`src/rtl/dmem_io_ctrl_pkg.sv`:
```
// -----------------------------------------------------------------------------
// dmem_pkg
//   Shared definitions for the data-memory / IO access sequencer.
//   - state_t      : access sequencer FSM states
//   - IO_BASE_HI   : upper 22 address bits that select the memory-mapped IO
//                    window 0xFFFFFC00..0xFFFFFFFF (the instruction decoder's
//                    IoRead/IoWrite logic uses the same constant)
//   - LANE_B*      : byte-lane selectors inside a 32-bit little-endian word
//   - helpers      : IO window decode and misalignment test
// -----------------------------------------------------------------------------
package dmem_pkg;

    typedef enum logic [1:0] {
        ST_IDLE   = 2'd0,
        ST_MEM_RD = 2'd1,
        ST_RESP   = 2'd2,
        ST_LD_ACK = 2'd3
    } state_t;

    localparam logic [21:0] IO_BASE_HI = 22'h3FFFFF;

    // Byte lanes, little-endian: lane 0 is bits 7:0.
    localparam logic [1:0] LANE_B0 = 2'd0;
    localparam logic [1:0] LANE_B1 = 2'd1;
    localparam logic [1:0] LANE_B2 = 2'd2;
    localparam logic [1:0] LANE_B3 = 2'd3;

    // True when a byte address falls inside the IO window.
    function automatic logic is_io_addr(input logic [31:0] addr);
        return addr[31:10] == IO_BASE_HI;
    endfunction

    // Word accesses (every store, and lw) must be 4-byte aligned.
    // Byte loads may use any lane.
    function automatic logic is_misaligned(input logic [1:0] addr_lo,
                                           input logic       is_word);
        return is_word && (addr_lo != LANE_B0);
    endfunction

endpackage

```
`src/rtl/dmem_io_ctrl_if.sv`:
```
// -----------------------------------------------------------------------------
// dmem_io_ctrl_if
//   Bundles the CPU load/store port, the UART loader write port, the BRAM
//   port and the IO device port seen by dmem_io_ctrl.
//
//   Handshakes:
//   - CPU: cpu_req is held high (with cpu_we/cpu_byte/cpu_unsigned/cpu_addr/
//     cpu_wdata stable) until the one-cycle cpu_done pulse. cpu_rdata and
//     cpu_err are valid only in the cpu_done cycle. cpu_stall = cpu_req &
//     ~cpu_done. A cpu_req still high in the cycle after cpu_done starts a
//     new access.
//   - Loader: ld_req is held with ld_addr/ld_wdata until the one-cycle ld_ack
//     pulse, which means the word has been written to BRAM.
//   - BRAM: mem_en/mem_we single-cycle strobes; mem_rdata valid the cycle
//     after a read strobe.
//   - IO: io_rd/io_wr single-cycle strobes; io_rdata is combinational from
//     io_addr.
//   All mem_* and io_* outputs are zero whenever they are not strobed.
//
//   Modports: slave = the sequencer, master = CPU/loader/BRAM/IO side.
// -----------------------------------------------------------------------------
interface dmem_io_ctrl_if #(
    parameter int MEM_AW = 14,
    parameter int IO_AW  = 10
);
    // CPU load/store port
    logic              cpu_req;
    logic              cpu_we;
    logic              cpu_byte;
    logic              cpu_unsigned;
    logic [31:0]       cpu_addr;
    logic [31:0]       cpu_wdata;
    logic [31:0]       cpu_rdata;
    logic              cpu_done;
    logic              cpu_err;
    logic              cpu_stall;

    // UART program loader
    logic              ld_req;
    logic [MEM_AW-1:0] ld_addr;
    logic [31:0]       ld_wdata;
    logic              ld_ack;

    // Data BRAM (synchronous read)
    logic              mem_en;
    logic              mem_we;
    logic [MEM_AW-1:0] mem_addr;
    logic [31:0]       mem_wdata;
    logic [31:0]       mem_rdata;

    // IO devices (combinational read)
    logic              io_rd;
    logic              io_wr;
    logic [IO_AW-1:0]  io_addr;
    logic [31:0]       io_wdata;
    logic [31:0]       io_rdata;

    modport slave (
        input  cpu_req, cpu_we, cpu_byte, cpu_unsigned, cpu_addr, cpu_wdata,
        output cpu_rdata, cpu_done, cpu_err, cpu_stall,
        input  ld_req, ld_addr, ld_wdata,
        output ld_ack,
        output mem_en, mem_we, mem_addr, mem_wdata,
        input  mem_rdata,
        output io_rd, io_wr, io_addr, io_wdata,
        input  io_rdata
    );

    modport master (
        output cpu_req, cpu_we, cpu_byte, cpu_unsigned, cpu_addr, cpu_wdata,
        input  cpu_rdata, cpu_done, cpu_err, cpu_stall,
        output ld_req, ld_addr, ld_wdata,
        input  ld_ack,
        input  mem_en, mem_we, mem_addr, mem_wdata,
        output mem_rdata,
        input  io_rd, io_wr, io_addr, io_wdata,
        output io_rdata
    );

endinterface

```
`src/rtl/dmem_io_ctrl_load_extend.sv`:
```
// -----------------------------------------------------------------------------
// load_extend
//   Combinational load-result formatter.
//   Ports:
//     rdata_q     in  32 : captured memory/IO word
//     addr        in  2  : byte address bits [1:0] of the access
//     is_byte     in  1  : byte load (lb/lbu)
//     is_unsigned in  1  : zero-extend instead of sign-extend
//     result      out 32 : value returned to the register file
//   Word loads pass through unchanged. The lane mux is kept separate from the
//   extension so a halfword path (lh/lhu) can be added alongside it.
// -----------------------------------------------------------------------------
module load_extend
    import dmem_pkg::*;
(
    input  logic [31:0] rdata_q,
    input  logic [1:0]  addr,
    input  logic        is_byte,
    input  logic        is_unsigned,
    output logic [31:0] result
);

    logic [7:0] lane_byte;

    always_comb begin
        lane_byte = 8'h00;
        case (addr)
            LANE_B0: lane_byte = rdata_q[7:0];
            LANE_B1: lane_byte = rdata_q[15:8];
            LANE_B2: lane_byte = rdata_q[23:16];
            LANE_B3: lane_byte = rdata_q[31:24];
            default: lane_byte = 8'h00;
        endcase
    end

    always_comb begin
        if (!is_byte) begin
            result = rdata_q;
        end else if (is_unsigned) begin
            result = {24'h000000, lane_byte};
        end else begin
            result = {{24{lane_byte[7]}}, lane_byte};
        end
    end

endmodule

```
`src/rtl/dmem_io_ctrl.sv`:
```
// -----------------------------------------------------------------------------
// dmem_io_ctrl
//   Multi-cycle access sequencer between the load/store stage and the data
//   BRAM / memory-mapped IO window. Shares the single BRAM port with the UART
//   program loader (loader wins ties in IDLE, never preempts a CPU access),
//   stalls the CPU until each access completes and formats lw/lb/lbu results.
//
//   Ports:
//     clk       in  : single clock, rising edge
//     rst       in  : synchronous, active-high reset
//     bus       if  : dmem_io_ctrl_if.slave (CPU, loader, BRAM, IO ports)
//     dbg_state out : current sequencer state
//
//   Latency from acceptance in IDLE (cycle N):
//     BRAM load -> cpu_done at N+2; BRAM store, IO load/store, misaligned
//     -> cpu_done at N+1; loader write -> ld_ack at N+1.
// -----------------------------------------------------------------------------
module dmem_io_ctrl
    import dmem_pkg::*;
#(
    parameter int MEM_AW = 14,
    parameter int IO_AW  = 10
) (
    input  logic          clk,
    input  logic          rst,
    dmem_io_ctrl_if.slave bus,
    output state_t        dbg_state
);

    state_t      state;
    logic [31:0] rdata_q;
    logic [1:0]  lane_q;
    logic        byte_q;
    logic        unsigned_q;
    logic        done_q;
    logic        err_q;
    logic        ld_ack_q;
    logic [31:0] ext_data;

    // Request decode, meaningful only in IDLE.
    logic io_hit;
    logic misaligned;
    logic accept_ld;
    logic accept_cpu;

    assign io_hit     = is_io_addr(bus.cpu_addr);
    assign misaligned = is_misaligned(bus.cpu_addr[1:0],
                                      bus.cpu_we | ~bus.cpu_byte);
    assign accept_ld  = (state == ST_IDLE) & bus.ld_req;
    assign accept_cpu = (state == ST_IDLE) & ~bus.ld_req & bus.cpu_req;

    // -------------------------------------------------------------------------
    // Bus strobes are issued in the same cycle the request is accepted, so
    // they are decoded from IDLE + inputs rather than registered. Address and
    // data buses are gated to zero outside their strobe cycle.
    // -------------------------------------------------------------------------
    always_comb begin
        bus.mem_en    = 1'b0;
        bus.mem_we    = 1'b0;
        bus.mem_addr  = '0;
        bus.mem_wdata = 32'h0;
        bus.io_rd     = 1'b0;
        bus.io_wr     = 1'b0;
        bus.io_addr   = '0;
        bus.io_wdata  = 32'h0;

        if (accept_ld) begin
            bus.mem_en    = 1'b1;
            bus.mem_we    = 1'b1;
            bus.mem_addr  = bus.ld_addr;
            bus.mem_wdata = bus.ld_wdata;
        end else if (accept_cpu && !misaligned) begin
            if (io_hit) begin
                bus.io_addr = bus.cpu_addr[IO_AW-1:0];
                if (bus.cpu_we) begin
                    bus.io_wr    = 1'b1;
                    bus.io_wdata = bus.cpu_wdata;
                end else begin
                    bus.io_rd = 1'b1;
                end
            end else begin
                // Upper address bits above the BRAM word range are ignored.
                bus.mem_en   = 1'b1;
                bus.mem_addr = bus.cpu_addr[MEM_AW+1:2];
                if (bus.cpu_we) begin
                    bus.mem_we    = 1'b1;
                    bus.mem_wdata = bus.cpu_wdata;
                end
            end
        end
    end

    // -------------------------------------------------------------------------
    // Sequencer. done/err/ld_ack are registered on entry to RESP/LD_ACK so
    // they are high for exactly the one cycle spent in those states.
    // -------------------------------------------------------------------------
    always_ff @(posedge clk) begin
        if (rst) begin
            state      <= ST_IDLE;
            rdata_q    <= 32'h0;
            lane_q     <= LANE_B0;
            byte_q     <= 1'b0;
            unsigned_q <= 1'b0;
            done_q     <= 1'b0;
            err_q      <= 1'b0;
            ld_ack_q   <= 1'b0;
        end else begin
            done_q   <= 1'b0;
            err_q    <= 1'b0;
            ld_ack_q <= 1'b0;

            case (state)
                ST_IDLE: begin
                    if (accept_ld) begin
                        ld_ack_q <= 1'b1;
                        state    <= ST_LD_ACK;
                    end else if (accept_cpu) begin
                        lane_q     <= bus.cpu_addr[1:0];
                        byte_q     <= bus.cpu_byte;
                        unsigned_q <= bus.cpu_unsigned;
                        if (misaligned) begin
                            err_q  <= 1'b1;
                            done_q <= 1'b1;
                            state  <= ST_RESP;
                        end else if (io_hit) begin
                            // IO devices answer combinationally during io_rd.
                            if (!bus.cpu_we) begin
                                rdata_q <= bus.io_rdata;
                            end
                            done_q <= 1'b1;
                            state  <= ST_RESP;
                        end else if (bus.cpu_we) begin
                            done_q <= 1'b1;
                            state  <= ST_RESP;
                        end else begin
                            state <= ST_MEM_RD;
                        end
                    end
                end

                ST_MEM_RD: begin
                    rdata_q <= bus.mem_rdata;
                    done_q  <= 1'b1;
                    state   <= ST_RESP;
                end

                ST_RESP: begin
                    state <= ST_IDLE;
                end

                ST_LD_ACK: begin
                    state <= ST_IDLE;
                end

                default: begin
                    state <= ST_IDLE;
                end
            endcase
        end
    end

    load_extend u_load_extend (
        .rdata_q     (rdata_q),
        .addr        (lane_q),
        .is_byte     (byte_q),
        .is_unsigned (unsigned_q),
        .result      (ext_data)
    );

    assign bus.cpu_rdata = ext_data;
    assign bus.cpu_done  = done_q;
    assign bus.cpu_err   = err_q;
    assign bus.cpu_stall = bus.cpu_req & ~done_q;
    assign bus.ld_ack    = ld_ack_q;
    assign dbg_state     = state;

endmodule
```
`src/flat_wrapper.sv`:
```
// flat-port wrapper written by rule: the top's interface ports become plain ports
module dmem_io_ctrl_flat import dmem_pkg::*;
#(
    parameter int MEM_AW = 14,
    parameter int IO_AW  = 10
)
  (clk, rst, dbg_state, bus_cpu_req, bus_cpu_we, bus_cpu_byte, bus_cpu_unsigned, bus_cpu_addr, bus_cpu_wdata, bus_cpu_rdata, bus_cpu_done, bus_cpu_err, bus_cpu_stall, bus_ld_req, bus_ld_addr, bus_ld_wdata, bus_ld_ack, bus_mem_en, bus_mem_we, bus_mem_addr, bus_mem_wdata, bus_mem_rdata, bus_io_rd, bus_io_wr, bus_io_addr, bus_io_wdata, bus_io_rdata);
  dmem_io_ctrl_if #(.MEM_AW(MEM_AW), .IO_AW(IO_AW)) bus_i ();
  input  logic clk;
  input  logic rst;
  output state_t dbg_state;
  input wire logic [$bits(bus_i.cpu_req)-1:0] bus_cpu_req;
  input wire logic [$bits(bus_i.cpu_we)-1:0] bus_cpu_we;
  input wire logic [$bits(bus_i.cpu_byte)-1:0] bus_cpu_byte;
  input wire logic [$bits(bus_i.cpu_unsigned)-1:0] bus_cpu_unsigned;
  input wire logic [$bits(bus_i.cpu_addr)-1:0] bus_cpu_addr;
  input wire logic [$bits(bus_i.cpu_wdata)-1:0] bus_cpu_wdata;
  output wire logic [$bits(bus_i.cpu_rdata)-1:0] bus_cpu_rdata;
  output wire logic [$bits(bus_i.cpu_done)-1:0] bus_cpu_done;
  output wire logic [$bits(bus_i.cpu_err)-1:0] bus_cpu_err;
  output wire logic [$bits(bus_i.cpu_stall)-1:0] bus_cpu_stall;
  input wire logic [$bits(bus_i.ld_req)-1:0] bus_ld_req;
  input wire logic [$bits(bus_i.ld_addr)-1:0] bus_ld_addr;
  input wire logic [$bits(bus_i.ld_wdata)-1:0] bus_ld_wdata;
  output wire logic [$bits(bus_i.ld_ack)-1:0] bus_ld_ack;
  output wire logic [$bits(bus_i.mem_en)-1:0] bus_mem_en;
  output wire logic [$bits(bus_i.mem_we)-1:0] bus_mem_we;
  output wire logic [$bits(bus_i.mem_addr)-1:0] bus_mem_addr;
  output wire logic [$bits(bus_i.mem_wdata)-1:0] bus_mem_wdata;
  input wire logic [$bits(bus_i.mem_rdata)-1:0] bus_mem_rdata;
  output wire logic [$bits(bus_i.io_rd)-1:0] bus_io_rd;
  output wire logic [$bits(bus_i.io_wr)-1:0] bus_io_wr;
  output wire logic [$bits(bus_i.io_addr)-1:0] bus_io_addr;
  output wire logic [$bits(bus_i.io_wdata)-1:0] bus_io_wdata;
  input wire logic [$bits(bus_i.io_rdata)-1:0] bus_io_rdata;
  assign bus_i.cpu_req = bus_cpu_req;
  assign bus_i.cpu_we = bus_cpu_we;
  assign bus_i.cpu_byte = bus_cpu_byte;
  assign bus_i.cpu_unsigned = bus_cpu_unsigned;
  assign bus_i.cpu_addr = bus_cpu_addr;
  assign bus_i.cpu_wdata = bus_cpu_wdata;
  assign bus_cpu_rdata = bus_i.cpu_rdata;
  assign bus_cpu_done = bus_i.cpu_done;
  assign bus_cpu_err = bus_i.cpu_err;
  assign bus_cpu_stall = bus_i.cpu_stall;
  assign bus_i.ld_req = bus_ld_req;
  assign bus_i.ld_addr = bus_ld_addr;
  assign bus_i.ld_wdata = bus_ld_wdata;
  assign bus_ld_ack = bus_i.ld_ack;
  assign bus_mem_en = bus_i.mem_en;
  assign bus_mem_we = bus_i.mem_we;
  assign bus_mem_addr = bus_i.mem_addr;
  assign bus_mem_wdata = bus_i.mem_wdata;
  assign bus_i.mem_rdata = bus_mem_rdata;
  assign bus_io_rd = bus_i.io_rd;
  assign bus_io_wr = bus_i.io_wr;
  assign bus_io_addr = bus_i.io_addr;
  assign bus_io_wdata = bus_i.io_wdata;
  assign bus_i.io_rdata = bus_io_rdata;
  dmem_io_ctrl #(.MEM_AW(MEM_AW), .IO_AW(IO_AW)) u_core (.clk(clk), .rst(rst), .bus(bus_i), .dbg_state(dbg_state));
endmodule
```
`config.mk`:
```
export PLATFORM = sky130hd
export DESIGN_NAME = dmem_io_ctrl_flat
export DESIGN_NICKNAME = d
export VERILOG_FILES = /design/src/rtl/dmem_io_ctrl_pkg.sv /design/src/rtl/dmem_io_ctrl_if.sv /design/src/rtl/dmem_io_ctrl_load_extend.sv /design/src/rtl/dmem_io_ctrl.sv /design/src/flat_wrapper.sv
export SDC_FILE = /design/constraint.sdc
export NUM_CORES = 1
export LEC_CHECK = 0
export CORE_AREA = 4 4 118 120
export CTS_BUF_LIST = sky130_fd_sc_hd__clkbuf_16
export DETAILED_ROUTE_END_ITERATION = 7
export DIE_AREA = 0 0 122 124
export PLACE_DENSITY_LB_ADDON = 0.2
export SYNTH_ARGS = -nofsm -noshare
export SYNTH_HDL_FRONTEND = slang
export SYNTH_SLANG_ARGS = --single-unit
```
`constraint.sdc`:
```
create_clock -name clk -period 2.7 [get_ports clk]
set_input_delay 0.54 -clock clk [delete_from_list [all_inputs] [get_ports clk]]
set_output_delay 0.54 -clock clk [all_outputs]
set_load 0.05 [all_outputs]
```
==> summary.md, run 1 <==
| Metric | Value |
|---|---|
| Outcome | `finished clean` |
| Reg2reg end | `u_core.rdata_q[13]` |
| Row cnt | `42` |
| Area used by multi-input combinational logic | `2440 sq um` |
| Global-route wire length before repair | `27.9 mm` |
| Sequential share of the synthesized area | `23.4%` |
| Die Outline Area | `15100 sq um` |
| Critical hold path startpoint | `u_core.unsigned_q` |
| Clock latency of the later-clocked register in the worst-skew pair | `0.29 ns` |
| Number of slew-limit violations in the final report | `0` |
| Crit-path cells | `clkdlybuf4s15_1 -> nand4_1 -> nor2_4 -> buf_6 -> and3_4 -> buf_12 -> buf_12 -> buf_16 -> and3_4 -> buf_12` |
| Area after detailed placement | `7520 sq um` |
| All-Layer GR Usage | `23.7%` |
| Worst endpoint required time | `approximately 2.2 ns` |
| Filler Cell Count | `1103` |
| Crit-path slowest cell | `sky130_fd_sc_hd__and3_4` |
| Relative area change from synthesis to final layout | `131%` |
| Commonest cells after routing, fill and taps aside | `sky130_fd_sc_hd__clkdlybuf4s50_1, sky130_fd_sc_hd__buf_12, sky130_fd_sc_hd__buf_4` |
| Critical path data arrival time | `between 2 and 2.5 ns` |
| Crit Reg-Reg Startpoint | `u_core.dbg_state[0]` |
| RSZ-0062 raised after global routing | `yes` |
| HPWL after DPL | `around 15 mm` |
| Cells on worst reg2reg path | `5` |
| Clock skew after layout | `0.00647 ns` |
| Count of unresolved DRC violations after routing | `0` |
| Kind of launch point of the worst setup path | `primary input` |
| Layout cell share with drive strength beyond 1 | `34.9%` |
| Finished Layout Cells | `919` |
| Leak | `roughly 0.0032 uW` |
| Synth unique cells | `40` |
| HP Class | `reg2reg` |
| Clock tree sinks | `41` |
| Pin count of the biggest net entering global routing | `37` |
| Routed Wire Length | `between 15 and 20 mm` |
| Syn. warnings | `0` |
| Routed WL per cell | `21.1 um` |
| Worst ir drop on vdd | `0.250 mV` |
| Worst slew pin tran | `0.640 ns` |
| Total CTS buffers | `5` |
| Syn_nets | `between 600 and 700` |
| Number of setup violations in the final report | `0` |
| Initial standard-cell utilization of the core | `27.0%` |
| Crit path max-delay family | `simple AND/OR/NAND/NOR gates` |
| Final number of hold-violating endpoints | `0` |
| CTS Buffer Depth | `2` |
| Via count of the first global-routing pass | `~5000` |
| Category of the worst setup path capture point | `output pin` |
| Critical-path maximum fanout | `6` |
| Final period demand of the worst path | `2.65 ns` |
| PD cells | `approximately 330 nW/um^2` |
| Total iterations of the first detailed-routing run | `5` |
| Overall overflow remaining after global route | `0` |
| Initial antenna violation count | `0` |
| Number of H-tree levels | `2` |
| Critical path class | `in2out` |
| Via count | `4771` |
| Netlist area before placement | `between 3000 and 4000 sq um` |
| Worst hold stages | `2` |
| Crit path top cell by count | `sky130_fd_sc_hd__buf_12` |
| Number of placed instances with taps included | `897` |
| Delay of the slowest cell on the worst path | `0.24 ns` |
| Die width | `~120 um` |
| Endpoint of the worst hold path | `u_core.unsigned_q` |
| Nets | `923` |
| Gate count of the mapped netlist | `424` |
| Number of nets with antenna violations after detailed routing | `0` |
| Worst Path Buf+Inv | `6` |
| Most frequent standard cell in the layout excluding fill and tap cells | `sky130_fd_sc_hd__clkdlybuf4s50_1` |
| Clock slew seen by the registers of the worst setup and hold paths | `0.06 ns` |
| Headroom to the max-slew limit | `57.3%` |
| Number of synthesized flops with an enable pin | `0` |
| Core region area | `between 10000 and 15000 sq um` |
| Max capacitance violation total | `0` |
| Count of port buffers added during placement | `310` |
| Inserted Diodes | `0` |
| CTS tree | `yes` |
| Internal reg-to-reg setup slack | `0.98 ns` |
| Final estimated routing congestion in global placement | `0.821` |
| FMAX | `378 MHz` |
| CTS root buf | `sky130_fd_sc_hd__clkbuf_16` |
| Cts hold-fix bufs | `0` |
| Period Utilization, post-route | `98.1%` |
| Starting DRC count in detailed routing | `321` |
| DR vias/cell | `5.19` |
| Post-Layout Inst Area | `8110 sq um` |
| Share of flip-flops with an asynchronous set or reset after synthesis | `0%` |
| Register area | `821 sq um` |
| Post-synthesis register bit count | `41` |
| Synthesized area divided by synthesized cell count | `8.27 sq um` |
| Post-synth top flop | `sky130_fd_sc_hd__dfxtp_1` |
| Worst hold slack | `between 0.5 and 0.6 ns` |
| Utilization after layout | `62.5%` |
| Chip Height | `124 um` |
| I/O pin count | `311` |
-- cells by family (layout without fill, tap and decap cells) --
| logic type | Yosys count | count (layout) | share of synthesized area [%] |
|---|---|---|---|
| mux | 39 | 39 | 11.1 |
| buf+inv | 80 | 399 | 11.2 |
| simple gates | 97 | 97 | 16.3 |
| flops | 41 | 41 | 23.4 |
| compound gates | 167 | 167 | 37.9 |
-- cell type report --
type	instances	area share, %
Inverter	27	1.25
Timing Repair Buffer	364	54.1
Clock inverter	3	0.216
Sequential cell	41	10.1
Tap cell	176	2.71
Clock buffer	5	1.54
Multi-Input combinational cell	303	30.1
-- how the worst max path moves through the flow --
stage,startpoint,endpoint,slack [ns],depth (start not counted)
after floorplan,u_core.dbg_state[1],bus_io_rd,0.03,6
after global placement,bus_cpu_addr[10],bus_mem_en,-0.26,8
after detailed placement,bus_cpu_addr[16],bus_mem_en,-0.25,8
after CTS,bus_cpu_addr[30],bus_io_wdata[0],0.02,10
after global routing,bus_cpu_addr[13],bus_io_wdata[31],-0.007,10
final,bus_cpu_addr[13],bus_io_wdata[17],0.05,10
-- sequential cells by signal, summed over array words and instances (netlist names) --
register and count:
u_core.bus.ld_ack 1, u_core.lane_q 2, u_core.bus.cpu_err 1, u_core.bus.cpu_done 1, u_core.rdata_q 32, u_core.dbg_state 2, u_core.byte_q 1, u_core.unsigned_q 1
-- repair_timing --
item / in CTS / in global routing
setup endpoints to repair: 93 / 39
gates cloned: 6 / 0
gates resized for setup: 80 / 22
pin swaps: 10 / 7
buffers inserted: 6 / 2
-- worst register-to-register path: stages (launching register included) --
cell and delay [ns]:
sky130_fd_sc_hd__dfxtp_1 0.33, sky130_fd_sc_hd__buf_4 0.15, sky130_fd_sc_hd__nor2b_4 0.42, sky130_fd_sc_hd__buf_12 0.27, sky130_fd_sc_hd__mux2i_1 0.33, sky130_fd_sc_hd__a211oi_2 0.10
-- layer usage --
| layer | share of wire, % | vias up | track usage [%] |
|---|---|---|---|
| met5 | 0 | - | 0 |
| met4 | 1.6 | 0 | 5.18 |
| met3 | 7.9 | 23 | 5.45 |
| met2 | 51 | 242 | 41.1 |
| met1 | 40 | 2251 | 30.0 |
| li1 | - | 2255 | - |
-- synth_stat cells (all sizes together), types with 4 or more instances --
master,instances,area [sq um]
and3,44,280
a21oi,43,215
dfxtp,41,821
a32o,40,400
mux2i,39,390
a211oi,32,390
clkbuf,30,114
o21ai,28,140
inv,26,97.6
buf,23,179
nor2,22,98.9
o22ai,11,68.8
a22o,8,70.1
and2,5,33.8
nand4,5,31.3
nand2,4,15.0
-- where the power goes --
part	leakage, uW	total, uW	switching, uW	internal, uW
Clock	0.0000696	583	244	339
Combinational	0.00278	1410	759	649
Sequential	0.000334	686	37.9	648
Total	0.00318	2680	1040	1640
-- stage by stage --
stage / power (uW) / setup TNS [ns] / worst slack, ns
detailed placement: 2090 / -17.43 / -0.252
floorplan: 1410 / 0 / 0.0266
finish: 2680 / 0 / 0.0514
global placement: 2080 / -18.35 / -0.262
global route: 2780 / -0.0168 / -0.00744
CTS: 2680 / 0 / 0.0207
Note: power is estimated with default switching activity, not from simulation.
==> run 2, diff against run 1 <==
--- a/config.mk
+++ b/config.mk
@@ -5,10 +5,13 @@
 export SDC_FILE = /design/constraint.sdc
 export NUM_CORES = 1
 export LEC_CHECK = 0
-export CORE_AREA = 4 4 118 120
+export CELL_PAD_IN_SITES_DETAIL_PLACEMENT = 0
+export CELL_PAD_IN_SITES_GLOBAL_PLACEMENT = 1
+export CORE_ASPECT_RATIO = 0.7
+export CORE_MARGIN = 4
+export CORE_UTILIZATION = 23
 export CTS_BUF_LIST = sky130_fd_sc_hd__clkbuf_16
 export DETAILED_ROUTE_END_ITERATION = 7
-export DIE_AREA = 0 0 122 124
 export PLACE_DENSITY_LB_ADDON = 0.2
 export SYNTH_ARGS = -nofsm -noshare
 export SYNTH_HDL_FRONTEND = slang
==> summary.md, run 2 (same netlist as run 1, synthesis figures left out) <==
| Metric | Value |
|---|---|
| Overall overflow remaining after global route | `0` |
| Count of unresolved DRC violations after routing | `0` |
| Worst slew pin tran | `0.554 ns` |
| Outcome | `finished clean` |
| Final-layout setup total negative slack | `0 ns` |
| Chip Height | `111 um` |
| DR vias/cell | `5.10` |
| Leak | `0.00341 uW` |
| Die width | `~160 um` |
| Relative area change from synthesis to final layout | `137%` |
| Core region area | `between 10000 and 15000 sq um` |
| Worst ir drop on vdd | `0.218 mV` |
| Clock slew seen by the registers of the worst setup and hold paths | `about 0.06 ns` |
| Final period demand of the worst path | `2.67 ns` |
| Initial standard-cell utilization of the core | `23.7%` |
| HP Class | `reg2reg` |
| Total chip power | `about 2800 uW` |
| Via count | `4804` |
| Kind of launch point of the worst setup path | `primary input` |
| Met2 global-route usage | `36.5%` |
| RSZ-0062 raised after global routing | `yes` |
| Critical path class | `in2out` |
| Crit-path slowest cell | `sky130_fd_sc_hd__clkdlybuf4s50_1` |
| Crit-path cells | `clkdlybuf4s50_1 -> nand2_2 -> nor2_4 -> nand3_4 -> buf_12 -> clkbuf_16 -> a32o_1 -> buf_4` |
| Pin count of the biggest net entering global routing | `49` |
| Total iterations of the first detailed-routing run | `4` |
| PD cells | `336 nW/um^2` |
| Worst endpoint required time | `2.16 ns` |
| GR Layer Usage met1 | `27.0%` |
| FMAX | `around 370 MHz` |
| Cells on worst reg2reg path | `5` |
| Period Utilization, post-route | `98.9%` |
| Max capacitance violation total | `0` |
| Die Outline Area | `17300 sq um` |
| Delay of the slowest cell on the worst path | `approximately 0.50 ns` |
| Critical path data arrival time | `2.13 ns` |
| Number of setup violations in the final report | `0` |
| CTS tree | `yes` |
| Routed WL per cell | `approximately 22 um` |
| Clock latency of the later-clocked register in the worst-skew pair | `between 0.2 and 0.3 ns` |
| Via count of the first global-routing pass | `4901` |
| Routed Wire Length | `20.4 mm` |
| Critical-path maximum fanout | `9` |
| Worst hold stages | `2` |
| I/O pin count | `approximately 310` |
| Final estimated routing congestion in global placement | `0.881` |
| Nets | `926` |
| Filler Cell Count | `approximately 1300` |
| Peak-usage layer in the global routing report | `met2` |
| Clock skew after layout | `0.00458 ns` |
| M3 GR Usage | `4.96%` |
| Number of flip-flops under the largest register name | `32` |
| Global-route wire length before repair | `28.9 mm` |
| Layout cell share with drive strength beyond 1 | `a little over a third` |
| Number of slew-limit violations in the final report | `0` |
| Starting DRC count in detailed routing | `284` |
| Count of port buffers added during placement | `310` |
| CTS Buffer Depth | `2` |
| Number of H-tree levels | `2` |
| Number of nets with antenna violations after detailed routing | `0` |
| Category of the worst setup path capture point | `output pin` |
| Row cnt | `37` |
| Final number of hold-violating endpoints | `0` |
| CTS root buf | `sky130_fd_sc_hd__clkbuf_16` |
| Total CTS buffers | `5` |
| Clock tree sinks | `41` |
| Top reg by flops | `u_core.rdata_q` |
| HPWL after DPL | `15.4 mm` |
| Most frequent standard cell in the layout excluding fill and tap cells | `sky130_fd_sc_hd__clkdlybuf4s50_1` |
| All-Layer GR Usage | `a little over a fifth` |
| Commonest cells after routing, fill and taps aside | `sky130_fd_sc_hd__clkdlybuf4s50_1, sky130_fd_sc_hd__buf_12, sky130_fd_sc_hd__buf_4` |
| Cts hold-fix bufs | `0` |
| Headroom to the max-slew limit | `63.0%` |
| Initial antenna violation count | `2` |
[run 2: cell type report]
cell class,instances,area [sq um],area share [%]
flip-flops and latches,41,825,9.94
multi-input cells,303,2460,29.6
clock inverters,3,37.5,0.452
inverters,27,101,1.22
repair buffers,367,4510,54.3
well taps,195,244,2.94
clock buffers,5,125,1.51
diodes,1,2.50,0.0302
[run 2: worst max-delay path: cells and delay by family]
family                 cells  cell delay [ns]
AOI/OAI and AO/OA          1             0.25
buffers and inverters      4             1.01
and+or+nand+nor            3             0.32
[run 2: timing repair]
item | CTS | global route
buffers inserted | 7 | 6
cloned | 3 | 8
gates resized for setup | 65 | 43
setup endpoints to repair | 92 | 91
pin swaps | 7 | 13
[run 2: path summary, 6_finish.rpt]
| check | startpoint | to | slack (ns) |
|---|---|---|---|
| worst max-delay path | bus_cpu_addr[14] | bus_mem_addr[0] | 0.03 |
| worst min-delay path | u_core.rdata_q[6] | u_core.rdata_q[6] | 0.53 |
| worst max register to register | u_core.dbg_state[1] | u_core.rdata_q[5] | 1.10 |
| worst min register to register | u_core.rdata_q[6] | u_core.rdata_q[6] | 0.53 |
[run 2: layer usage]
layer | wire, um | share of wire, %
met1 | 8610 | 42
met2 | 10100 | 50
met3 | 1340 | 6.6
met4 | 329 | 1.6
met5 | 8 | 0.039
[run 2: report_power, final]
part | internal [uW] | leakage [uW] | total, uW | switching, uW
Combinational | 661 | 0.00299 | 1420 | 754
Sequential | 648 | 0.000335 | 691 | 43.1
Clock | 430 | 0.0000826 | 679 | 249
[run 2: per-stage QoR]
step	setup WS (ns)	area (sq um)	cells	hold slack, ns	util, %
finish	0.0306	8300	942	0.530	56.0
global route	-0.0311	8300	942	0.553	56.0
CTS	0.000917	8010	928	0.529	54.0
detailed placement	-0.170	7460	910	0.525	50.4
global placement	-0.148	7460	910	0.517	50.4
floorplan	0.0266	3510	424	0.451	-
